File: src/rtl/uart_tx_arbiter.sv
// uart_tx_arbiter: round-robin arbiter that shares one UART transmitter
// among NREQ byte producers. One requester is granted at a time and its
// byte is latched. The transmitter gets a one-cycle start pulse, and the
// arbiter then waits for the frame-done pulse before it grants again.
// Optional build macro UART_ARB_TIMEOUT_EN adds a WAIT-state watchdog
// that aborts a frame after TIMEOUT_CYC clocks with no done pulse.
module uart_tx_arbiter #(
    parameter int NREQ        = 4,
    parameter int IDW         = 2,
    parameter int DBIT        = 8,
    parameter int TIMEOUT_CYC = 65535
) (
    input  logic                 i_clk,
    input  logic                 i_rst,
    input  logic [NREQ-1:0]      i_req,
    input  logic [NREQ*DBIT-1:0] i_data,
    input  logic                 i_done_tx,
    output logic                 o_tx_start,
    output logic [DBIT-1:0]      o_tx_data,
    output logic [NREQ-1:0]      o_ack,
    output logic [NREQ-1:0]      o_done,
    output logic [IDW-1:0]       o_grant_id,
    output logic                 o_busy,
    output logic                 o_timeout
);

    typedef enum logic [1:0] {
        IDLE   = 2'd0,
        LAUNCH = 2'd1,
        WAIT   = 2'd2
    } state_t;

    state_t            state_reg, state_next;
    logic [IDW-1:0]    last_ptr_reg, last_ptr_next;
    logic [IDW-1:0]    grant_id_reg, grant_id_next;
    logic [DBIT-1:0]   tx_data_reg, tx_data_next;
    logic              tx_start_reg, tx_start_next;
    logic [NREQ-1:0]   ack_reg, ack_next;
    logic [NREQ-1:0]   done_reg, done_next;
    logic              found;
    int                idx;

    // Per-requester byte lanes, unpacked so the winner can be indexed directly
    logic [DBIT-1:0]   data_arr [NREQ];

    genvar gi;
    generate
        for (gi = 0; gi < NREQ; gi++) begin : g_lane
            assign data_arr[gi] = i_data[gi*DBIT +: DBIT];
        end
    endgenerate

`ifdef UART_ARB_TIMEOUT_EN
    logic [15:0]       wd_cnt_reg, wd_cnt_next;
    logic              timeout_reg, timeout_next;
`else
    // The watchdog limit only matters when the watchdog is built in
    localparam int unused_timeout_cyc = TIMEOUT_CYC;
`endif

    // State, pointers and every output are registered here
    always_ff @(posedge i_clk) begin
        if (i_rst) begin
            state_reg    <= IDLE;
            last_ptr_reg <= IDW'(NREQ - 1);
            grant_id_reg <= '0;
            tx_data_reg  <= '0;
            tx_start_reg <= 1'b0;
            ack_reg      <= '0;
            done_reg     <= '0;
`ifdef UART_ARB_TIMEOUT_EN
            wd_cnt_reg   <= '0;
            timeout_reg  <= 1'b0;
`endif
        end else begin
            state_reg    <= state_next;
            last_ptr_reg <= last_ptr_next;
            grant_id_reg <= grant_id_next;
            tx_data_reg  <= tx_data_next;
            tx_start_reg <= tx_start_next;
            ack_reg      <= ack_next;
            done_reg     <= done_next;
`ifdef UART_ARB_TIMEOUT_EN
            wd_cnt_reg   <= wd_cnt_next;
            timeout_reg  <= timeout_next;
`endif
        end
    end

    // Next-state logic: round-robin search in IDLE, pulse generation, WAIT exit
    always_comb begin
        state_next    = state_reg;
        last_ptr_next = last_ptr_reg;
        grant_id_next = grant_id_reg;
        tx_data_next  = tx_data_reg;
        tx_start_next = 1'b0;
        ack_next      = '0;
        done_next     = '0;
        found         = 1'b0;
        idx           = 0;
`ifdef UART_ARB_TIMEOUT_EN
        wd_cnt_next   = wd_cnt_reg;
        timeout_next  = 1'b0;
`endif
        case (state_reg)
            IDLE: begin
                // Start just after the last served requester, so it ranks last
                for (int k = 1; k <= NREQ; k++) begin
                    idx = int'(last_ptr_reg) + k;
                    if (idx >= NREQ) begin
                        idx = idx - NREQ;
                    end
                    if (!found && i_req[idx]) begin
                        found         = 1'b1;
                        grant_id_next = idx[IDW-1:0];
                        tx_data_next  = data_arr[idx];
                        ack_next[idx] = 1'b1;
                    end
                end
                if (found) begin
                    tx_start_next = 1'b1;
                    state_next    = LAUNCH;
                end
            end
            LAUNCH: begin
                // Start/ack are already on the wire this cycle; done is ignored here
                state_next = WAIT;
`ifdef UART_ARB_TIMEOUT_EN
                wd_cnt_next = '0;
`endif
            end
            WAIT: begin
                if (i_done_tx) begin
                    // A done in the same cycle as the watchdog limit takes precedence
                    done_next[grant_id_reg] = 1'b1;
                    last_ptr_next           = grant_id_reg;
                    state_next              = IDLE;
                end
`ifdef UART_ARB_TIMEOUT_EN
                else if (wd_cnt_reg == 16'(TIMEOUT_CYC - 1)) begin
                    timeout_next  = 1'b1;
                    last_ptr_next = grant_id_reg;
                    state_next    = IDLE;
                end else begin
                    wd_cnt_next = wd_cnt_reg + 16'd1;
                end
`endif
            end
            default: begin
                state_next = IDLE;
            end
        endcase
    end

    assign o_tx_start = tx_start_reg;
    assign o_tx_data  = tx_data_reg;
    assign o_ack      = ack_reg;
    assign o_done     = done_reg;
    assign o_grant_id = grant_id_reg;
    assign o_busy     = (state_reg != IDLE);
`ifdef UART_ARB_TIMEOUT_EN
    assign o_timeout  = timeout_reg;
`else
    assign o_timeout  = 1'b0;
`endif

endmodule

File: config.mk
export PLATFORM = sky130hd
export DESIGN_NAME = uart_tx_arbiter
export DESIGN_NICKNAME = d
export VERILOG_FILES = /design/src/rtl/uart_tx_arbiter.sv
export SDC_FILE = /design/constraint.sdc
export NUM_CORES = 1
export LEC_CHECK = 0
export BUFFER_PORTS_ARGS = -buffer_cell sky130_fd_sc_hd__clkbuf_2
export CAP_MARGIN = 20
export CORE_MARGIN = 10
export CORE_UTILIZATION = 49
export DETAILED_ROUTE_END_ITERATION = 8
export GPL_TIMING_DRIVEN = 0
export PLACE_DENSITY_LB_ADDON = 0.15
export SYNTH_ARGS = -nofsm -noshare
export SYNTH_HDL_FRONTEND = slang
export SYNTH_SLANG_ARGS = --single-unit
export TNS_END_PERCENT = 5
File: constraint.sdc
create_clock -name i_clk -period 3.5 [get_ports i_clk]
set_input_delay 0.35 -clock i_clk [delete_from_list [all_inputs] [get_ports i_clk]]
set_output_delay 0.35 -clock i_clk [all_outputs]
set_load 0.01 [all_outputs]
---- Word level (Yosys, flattened, before mapping) ----
Index checks and enable logic that the tools add are counted.
storage, ports and cells
  input bits .............................. 39
  output and inout bits ................... 21
  register bits after elaboration ......... 23
  word-level logic and storage cells ...... 135
cells by class
  add/sub/neg operators ................... 8
  order comparisons ....................... 18
  reductions and logical operators ........ 19
  eq/ne operators ......................... 4
  bitwise gates (word level) .............. 10
  mux-type cells .......................... 69
operators by type and width
  cell                 number
  $mux 32              8
  $ge 32x1->1 const B  4
  $ge 32x3->1 const B  4
  $lt 32x4->1 const B  4
  $not 32->32          4
  $mux 8               12
  $bmux 8 s2           4
  $mux 4               7
  $mux 1               22
  $mux 2               6
  $or 4x4->4           3
  $sub 3x3->4 const B  3
  $demux 1 s2          5
  $ge 3x3->1 const B   3
  $bmux 1 s2           4
  $logic_and 1x1->1    8
  $add 2x2->3 const B  2
  $pmux 2 s3           1
  $reduce_and 2->1     3
  $sub 4x3->5 const B  1
  $add 2x3->4 const B  1
  $ge 4x3->1 const B   1
  $ne 2x2->1 const B   2
  $reduce_bool 4->1    1
  11 further kinds     15

---- Logic depth before layout (Yosys ltp) ----
Gate-level depths: netlist of the first run.
  depth in word-level cells ............... 23
  gate-level depth with buffers ........... 12
  mapped depth without buffers ............ 7

---- Least setup slack after synthesis of the first run ----
OpenSTA, ideal clock, no wires.
  path type ............................... flip-flop to flip-flop
  start ................................... register last_ptr_reg[0]
  end ..................................... register grant_id_reg[0], in the netlist o_grant_id[0]
  arrival ................................. 3.029 ns
  library setup time ...................... 0.116 ns
  cell stages (with the launch flop) ...... 13
  buffers on the path ..................... 5
  period minus slack after synthesis ...... 3.145 ns
  path slack .............................. 0.355 ns
  required time ........................... 3.384 ns
  cell sequence ........................... dfxtp_1 > buf_6 > buf_4 > buf_2 > buf_4 > inv_1 > ha_1 > mux4_2 > nor2b_1 > buf_2 > nor2_1 > or3_1 > a31o_2
on the way
  longest elaborated chain between the ends .. 21
  elaborated cells on any way between the ends .. 50
  classes of those cells .................. 8 x add/sub; 4 x order compare; 30 x mux; 8 x reduce/logical
ends and longest elaborated chain
  element                                           RTL line  RTL
  start: declaration                                34        logic [IDW-1:0] last_ptr_reg, last_ptr_next;
  start signal: assignment                          65        last_ptr_reg <= IDW'(NREQ - 1);
  start signal: assignment                          77        last_ptr_reg <= last_ptr_next;
  $add 2x1->3                                       109       idx = int'(last_ptr_reg) + k;
  $sub 3x3->4 / $ge 3x3->1 (equally long branches)  111, 110
  $mux 32                                           110       if (idx >= NREQ) begin
  $mux 32                                           105       case (state_reg)
  $bmux 1 s2                                        113       if (!found && i_req[idx]) begin
  $mux 1 (not written as such) (2 in series)        113
  $mux 1                                            113
  $mux 1                                            105
  [4 not listed]                                    n/a
  $logic_not 1->1                                   113
  $logic_and 1x1->1                                 113
  $mux 1                                            113
  $mux 1                                            105
  $logic_not 1->1                                   113
  $logic_and 1x1->1                                 113
  $reduce_bool 4->1 (no source line)                n/a
  $reduce_and 2->1 (no source line)                 n/a
  end signal: assignment                            78        grant_id_reg <= grant_id_next;
  end: declaration                                  35        logic [IDW-1:0] grant_id_reg, grant_id_next;
Several ways; a longest one is shown, not always the timed one. The select of a mux whose other input is x is not followed.
A chain may end at the register's enable or synchronous reset.

---- Worst setup path in the final report of the first run ----
  start ................................... register last_ptr_reg[0]
  end ..................................... register tx_data_reg[0], in the netlist o_tx_data[0]
on the way
  longest elaborated chain between the ends .. 21
  elaborated cells on any way between the ends .. 66
  classes of those cells .................. 8 x add/sub; 4 x order compare; 42 x mux; 4 x bitwise; 8 x reduce/logical
ends and longest elaborated chain
  element                                           RTL line  RTL
  $add 2x1->3                                       109
  $sub 3x3->4 / $ge 3x3->1 (equally long branches)  111, 110
  $mux 32                                           110
  $mux 32                                           105
  $bmux 1 s2                                        113
  $mux 1 (not written as such) (2 in series)        113
  $mux 1                                            113
  $mux 1                                            105
  [4 not listed]                                    n/a
  $logic_not 1->1                                   113
  $logic_and 1x1->1                                 113
  $mux 1                                            113
  $mux 1                                            105
  $logic_not 1->1                                   113
  $logic_and 1x1->1                                 113
  $reduce_bool 4->1 (no source line)                n/a
  $reduce_and 2->1 (no source line)                 n/a
  end signal: assignment                            79        tx_data_reg <= tx_data_next;
  end: declaration                                  36        logic [DBIT-1:0] tx_data_reg, tx_data_next;
Several ways; a longest one is shown, not always the timed one. The select of a mux whose other input is x is not followed.

==> results.cfg, run 1 <==
[worst_setup_path]
cpPeakStageDelay_ns = 0.47
critPathRequiredTime_ns = 3.70
crit_chain = buf_6 > buf_6 > buf_4 > inv_1 > ha_1 > buf_2 > mux4_2 > buf_2 > o32ai_1 > a22o_1
cp-end-kind = flop
worstPathArrival_ns = 3.51
crit_path_start_kind = flop
path_class = reg -> reg
startpoint = last_ptr_reg[0]
cp_max_fo = 19
rr_startpoint = last_ptr_reg[0]
cpMaxStageDelayCell = o32ai_1

[timing]
setup_viol = 0
max_freq_mhz = 302.0
hold_viol = 0
worstMarginPinSlew_ns = 0.6051
relSlewSlack_pct = 59.66
setup_tns_ns = 0
rsz0062_at_grt = true
clock_skew_ns = 0.009706
whs_ns = 0.3336
period_minus_slack_ns = 3.311
slew_viol_final = 0
period_share_pct = 94.61

[route]
vias = 2028
drt-total-wl_um = 5876
drtPass1Iterations = 4
drt_iter0_markers = 154
wl_per_cell_um = 18.19
avgViaCountPerCell = 6.279
drt.antenna.violating_nets = 0
drc = 0

[clock_network]
clk_root_buffer_cell = clkbuf_8
cts_buffers = 3
clock_latency_ns = 0.26
cts_sinks = 23
cts_tree = yes
clk_path_buf_depth = 2
clk_pin_slew_ns = 0.08
htreeDepth = 1
cts_hold_buf = 0

[power]
p_per_area_nw_per_um2 = 333.2
power_frac_seq_pct = 35.0
power_frac_comb_pct = 47.2
p_sw_uw = 316.1
swShare_pct = 35.50
leakage_nw = 1.194
internal_power_uw = 574.3
power_uw = 890.4
power_frac_clock_pct = 17.9
peakVddDrop_v = 0.0001607

[cells_and_area]
fin_cells = 323
finish.utilization_pct = 60.54
largest_reg_flops = 8
final_nets = 319
fillers = 376
seqCellArea_sq_um = 460.4
drive_above_1_share_pct = 45.02
syn_to_final_growth_pct = 18.73
multi_input_area_sq_um = 1643
diodes = 0

[die]
dieArea_sq_um = 7704
coreArea_sq_um = 4414
die_y_um = 87.78
io_pins = 60
start_util_pct = 50.99
die_w_um = 87.78
fp-row-count = 24

[logic_synthesis]
ys_seq_area_share_pct = 20.46
syn-instance-count = 209
synthArstFlopShare_pct = 0
synth_common_cells = 36 x mux4_2, 23 x dfxtp_1, 15 x nor2_1
synth_edf_count = 0
synth.net_count = 256
synthTopCellsByArea = mux4_2 36%, dfxtp_1 20%, ha_1 4.4%
synth_area_sq_um = 2251
post_synth_num_cell_types = 40
syn_avg_cell_area_sq_um = 10.77
synth_ff_type = dfxtp_1
yosysMostFrequentCell = mux4_2
synth_top_area_cell = mux4_2
yosys_warnings = 0
ys_ff_latch = 23
synth_top_area_share_pct = 36.02

[hold_path]
holdCritStartpoint = i_rst
hold_path.class = in -> reg

[global_routing]
grt_pass1_wl_um = 9673
grt_use_total_pct = 15.27
antenna_found_initial = 0
grt_max_degree = 20
grt_pass1_vias = 1952
gr-total-overflow = 0

[run_status]
run_status = finished, final reports clean

[flow_run]
maxCapViolCount = 0

[placed_design]
dp_cells = 319
hpwl_um = 4819
place_congestion = 0.8575
port_buffers = 58
[cells in the final DEF, fill, tap and decap left out, types with 3 or more instances in the layout]
cell / Yosys / layout
nor2b_1: 6 / 6
o32ai_1: 6 / 6
ha_1: 8 / 8
nor2_1: 15 / 15
mux4_2: 36 / 36
buf_2: 9 / 7
or2_0: 4 / 4
buf_6: 2 / 3
a211oi_1: 6 / 6
and3_1: 3 / 3
o21ai_0: 6 / 6
a21oi_1: 13 / 13
nand2_1: 11 / 11
o22ai_1: 3 / 3
mux2i_1: 3 / 3
clkbuf_8: 0 / 3
buf_4: 3 / 5
inv_1: 13 / 13
a22oi_1: 8 / 8
clkbuf_2: 0 / 59
a22o_1: 6 / 6
dfxtp_1: 23 / 23
[path summary, 6_finish.rpt]
kind                                         to  slack (ns)  cells after the start
worst max-delay path               o_tx_data[0]        0.19                     10
worst min-delay path            last_ptr_reg[0]        0.33                      3
worst max register to register     o_tx_data[0]        0.19                     10
worst min register to register        o_done[0]        0.47                      1
[through the flow]
stage	cell area (sq um)	setup WS [ns]
3_3_place_gp	2606	-0.2284
4_1_cts	2653	0.04120
2_1_floorplan	2251	0.3546
5_1_grt	2673	-0.004426
6_report	2673	0.1888
3_5_place_dp	2606	-0.1936
[cell families (layout without fill, tap and decap cells)]
group / after synthesis / count (layout) / share of synthesized area (%)
AOI/OAI and AO/OA: 57 / 57 / 18.40
and+or+nand+nor: 49 / 49 / 11.84
muxes: 40 / 40 / 37.85
buffers and inverters: 31 / 93 / 6.837
DFF: 23 / 23 / 20.46
adders and majority gates: 8 / 8 / 4.447
other: 1 / 1 / 0.1666
[power by group through the flow]
stage / combinational [mW] / sequential [mW] / clock (mW)
final: 0.420 / 0.311 / 0.159
after global placement: 0.409 / 0.317 / 0
after floorplan: 0.278 / 0.327 / 0
after CTS: 0.416 / 0.312 / 0.164
after detailed placement: 0.414 / 0.317 / 0
after global routing: 0.458 / 0.316 / 0.172
[cell type report]
class / instances / area share, %
Multi-Input combinational cell: 155 / 61.47
Sequential cell: 23 / 17.23
Timing Repair Buffer: 60 / 11.42
Inverter: 13 / 1.826
Clock inverter: 1 / 0.1873
Buffer: 16 / 3.886
Clock buffer: 3 / 1.545
Tap cell: 52 / 2.434
[routing by layer]
| layer | vias to the layer above | GRT usage [%] | share of wire (%) |
|---|---|---|---|
| li1 | 955 | - | - |
| met1 | 981 | 20.67 | 43 |
| met2 | 86 | 23.94 | 47 |
| met3 | 6 | 2.971 | 9.0 |
| met4 | 0 | 4.928 | 1.2 |
| met5 | - | 0 | 0 |
[critical path, delay by kind of cell (launching register included)]
kind            cells  cell delay (ns)
buf+inv             6             1.32
compound gates      2             0.66
flops               1             0.45
mux                 1             0.45
fa+ha+maj           1             0.35
[timing repair]
item	in CTS	in global routing
setup endpoints to repair	14	12
buffers inserted	0	2
cloned	0	0
gates resized for setup	3	2
pin swaps	0	0
Note: power is estimated with default switching activity, not from simulation.
==> run 2, diff against run 1 <==
--- a/config.mk
+++ b/config.mk
@@ -5,6 +5,7 @@
 export SDC_FILE = /design/constraint.sdc
 export NUM_CORES = 1
 export LEC_CHECK = 0
+export ABC_AREA = 1
 export BUFFER_PORTS_ARGS = -buffer_cell sky130_fd_sc_hd__clkbuf_2
 export CAP_MARGIN = 20
 export CORE_MARGIN = 10
==> results.cfg, run 2 <==
[route]
wl_per_cell_um = 13.08
drt-total-wl_um = 6944
avgViaCountPerCell = 5.273
drc = 0
drt.antenna.violating_nets = 0
vias = 2800
drtPass1Iterations = 4
drt_iter0_markers = 186

[global_routing]
gr-total-overflow = 0
grt_use_total_pct = 18.48
grt_pass1_wl_um = 12010
grt_max_degree = 14
antenna_found_initial = 0
grt_pass1_vias = 2630

[die]
dieArea_sq_um = 7999
io_pins = 60
die_y_um = 89.44
die_w_um = 89.44
coreArea_sq_um = 4692
fp-row-count = 25
start_util_pct = 50.35

[timing]
relSlewSlack_pct = 62.41
hold_viol = 0
setup_viol = 0
period_minus_slack_ns = 2.799
slew_viol_final = 0
clock_skew_ns = 0.001255
worstMarginPinSlew_ns = 0.5638
setup_tns_ns = 0
whs_ns = 0.3134
rsz0062_at_grt = false
period_share_pct = 79.98
max_freq_mhz = 357.2

[hold_path]
hold_path.class = in -> reg

[placed_design]
dp_cells = 527
port_buffers = 58
place_congestion = 0.9030
hpwl_um = 5461

[logic_synthesis]
yosys_warnings = 0
synthArstFlopShare_pct = 0
synth_edf_count = 0
syn-instance-count = 415
syn_avg_cell_area_sq_um = 5.692
synth.net_count = 462
ys_seq_area_share_pct = 19.49
synth_top_area_share_pct = 27.01
yosysMostFrequentCell = nand2_1
synth_area_sq_um = 2362
synthTopCellsByArea = nand2_1 27%, dfxtp_1 19%, nand3_1 7.0%
synth_top_area_cell = nand2_1
post_synth_num_cell_types = 29
synth_ff_type = dfxtp_1
synth_common_cells = 170 x nand2_1, 39 x nor2_1, 33 x nand3_1, 33 x o21ai_0, 32 x inv_1
ys_ff_latch = 23

[clock_network]
cts_hold_buf = 0
cts_setup_buffers = 0
cts_tree = yes
clk_pin_slew_ns = 0.08
clk_root_buffer_cell = clkbuf_8
cts_sinks = 23
cts_buffers = 3
htreeDepth = 1
clock_latency_ns = 0.26
cts_resized = 0
clk_path_buf_depth = 2

[cells_and_area]
layout_common_cells = 170 x nand2_1, 58 x clkbuf_2, 39 x nor2_1
multi_input_area_sq_um = 1643
diodes = 0
drive_above_1_share_pct = 22.22
fin_cells = 531
seqCellArea_sq_um = 460.4
layout_commonest_cell = nand2_1
largest_reg_flops = 8
final_nets = 525
finish.utilization_pct = 58.96
syn_to_final_growth_pct = 17.11
fillers = 486

[worst_setup_path]
critPathRequiredTime_ns = 3.63
cp_max_fo = 13
crit_path_start_kind = flop
worstPathArrival_ns = 2.93
path_class = reg -> reg
cp-end-kind = flop

[run_status]
run_status = finished, final reports clean

[power]
leakage_nw = 1.545
peakVddDrop_v = 0.0001559
p_per_area_nw_per_um2 = 396.4

[flow_run]
maxCapViolCount = 0
[run 2: per-stage QoR]
step           setup slack [ns]  cell area (sq um)  power (mW)
2_1_floorplan             1.237               2362      0.7646
3_3_place_gp             0.7638               2720      0.9227
3_5_place_dp             0.7053               2720      0.9347
4_1_cts                  0.6877               2766       1.098
5_1_grt                  0.3702               2766       1.209
6_report                 0.7005               2766       1.097
[run 2: critical path, cell delays in order, from the launching register on]
cell	delay, ns
dfxtp_1	0.43
inv_2	0.23
clkbuf_1	0.47
ha_1	0.39
inv_1	0.20
clkbuf_1	0.37
nand3_1	0.11
o21ai_0	0.09
nor2_1	0.07
nor2_1	0.08
nand2_1	0.07
nand2_1	0.09
a21oi_1	0.06
[run 2: path summary, 6_finish.rpt]
path	startpoint	to	slack, ns	cells past startpoint
setup / recovery	last_ptr_reg[1]	o_tx_data[1]	0.70	12
hold / removal	i_rst	state_reg[1]	0.31	2
setup reg to reg	last_ptr_reg[1]	o_tx_data[1]	0.70	12
hold reg to reg	o_tx_data[5]	o_tx_data[5]	0.46	2
[run 2: power by group]
part	total (mW)	internal [mW]	switching, mW	leakage, nW
Sequential	0.334	0.304	0.0297	0.189
Combinational	0.598	0.219	0.379	1.33
Clock	0.164	0.0795	0.0849	0.0255
Total	1.10	0.603	0.494	1.54
[run 2: kinds of logic after synthesis]
logic type	count (synthesis)	share of synthesized area, %
and+or+nand+nor	271	50.58
AOI/OAI and AO/OA	56	13.29
other	1	0.1587
muxes	3	1.271
DFF	23	19.49
buffers and inverters	53	10.96
adders and majority gates	8	4.237
[run 2: cell type report]
| type | instances | share of cell area (%) |
|---|---|---|
| flip-flops and latches | 23 | 16.64 |
| clock inverters | 1 | 0.1809 |
| plain buffers | 19 | 4.749 |
| multi-input cells | 339 | 59.39 |
| well taps | 54 | 2.442 |
| clock buffers | 3 | 1.493 |
| repair buffers | 58 | 10.49 |
| inverters | 34 | 4.613 |
[run 2: per-layer routing]
layer	GRT usage, %	wire [um]	up-vias
met5	0	0	-
met4	2.601	50	0
met3	3.373	496	7
met2	33.47	3394	76
met1	22.43	3002	1267
li1	-	-	1450
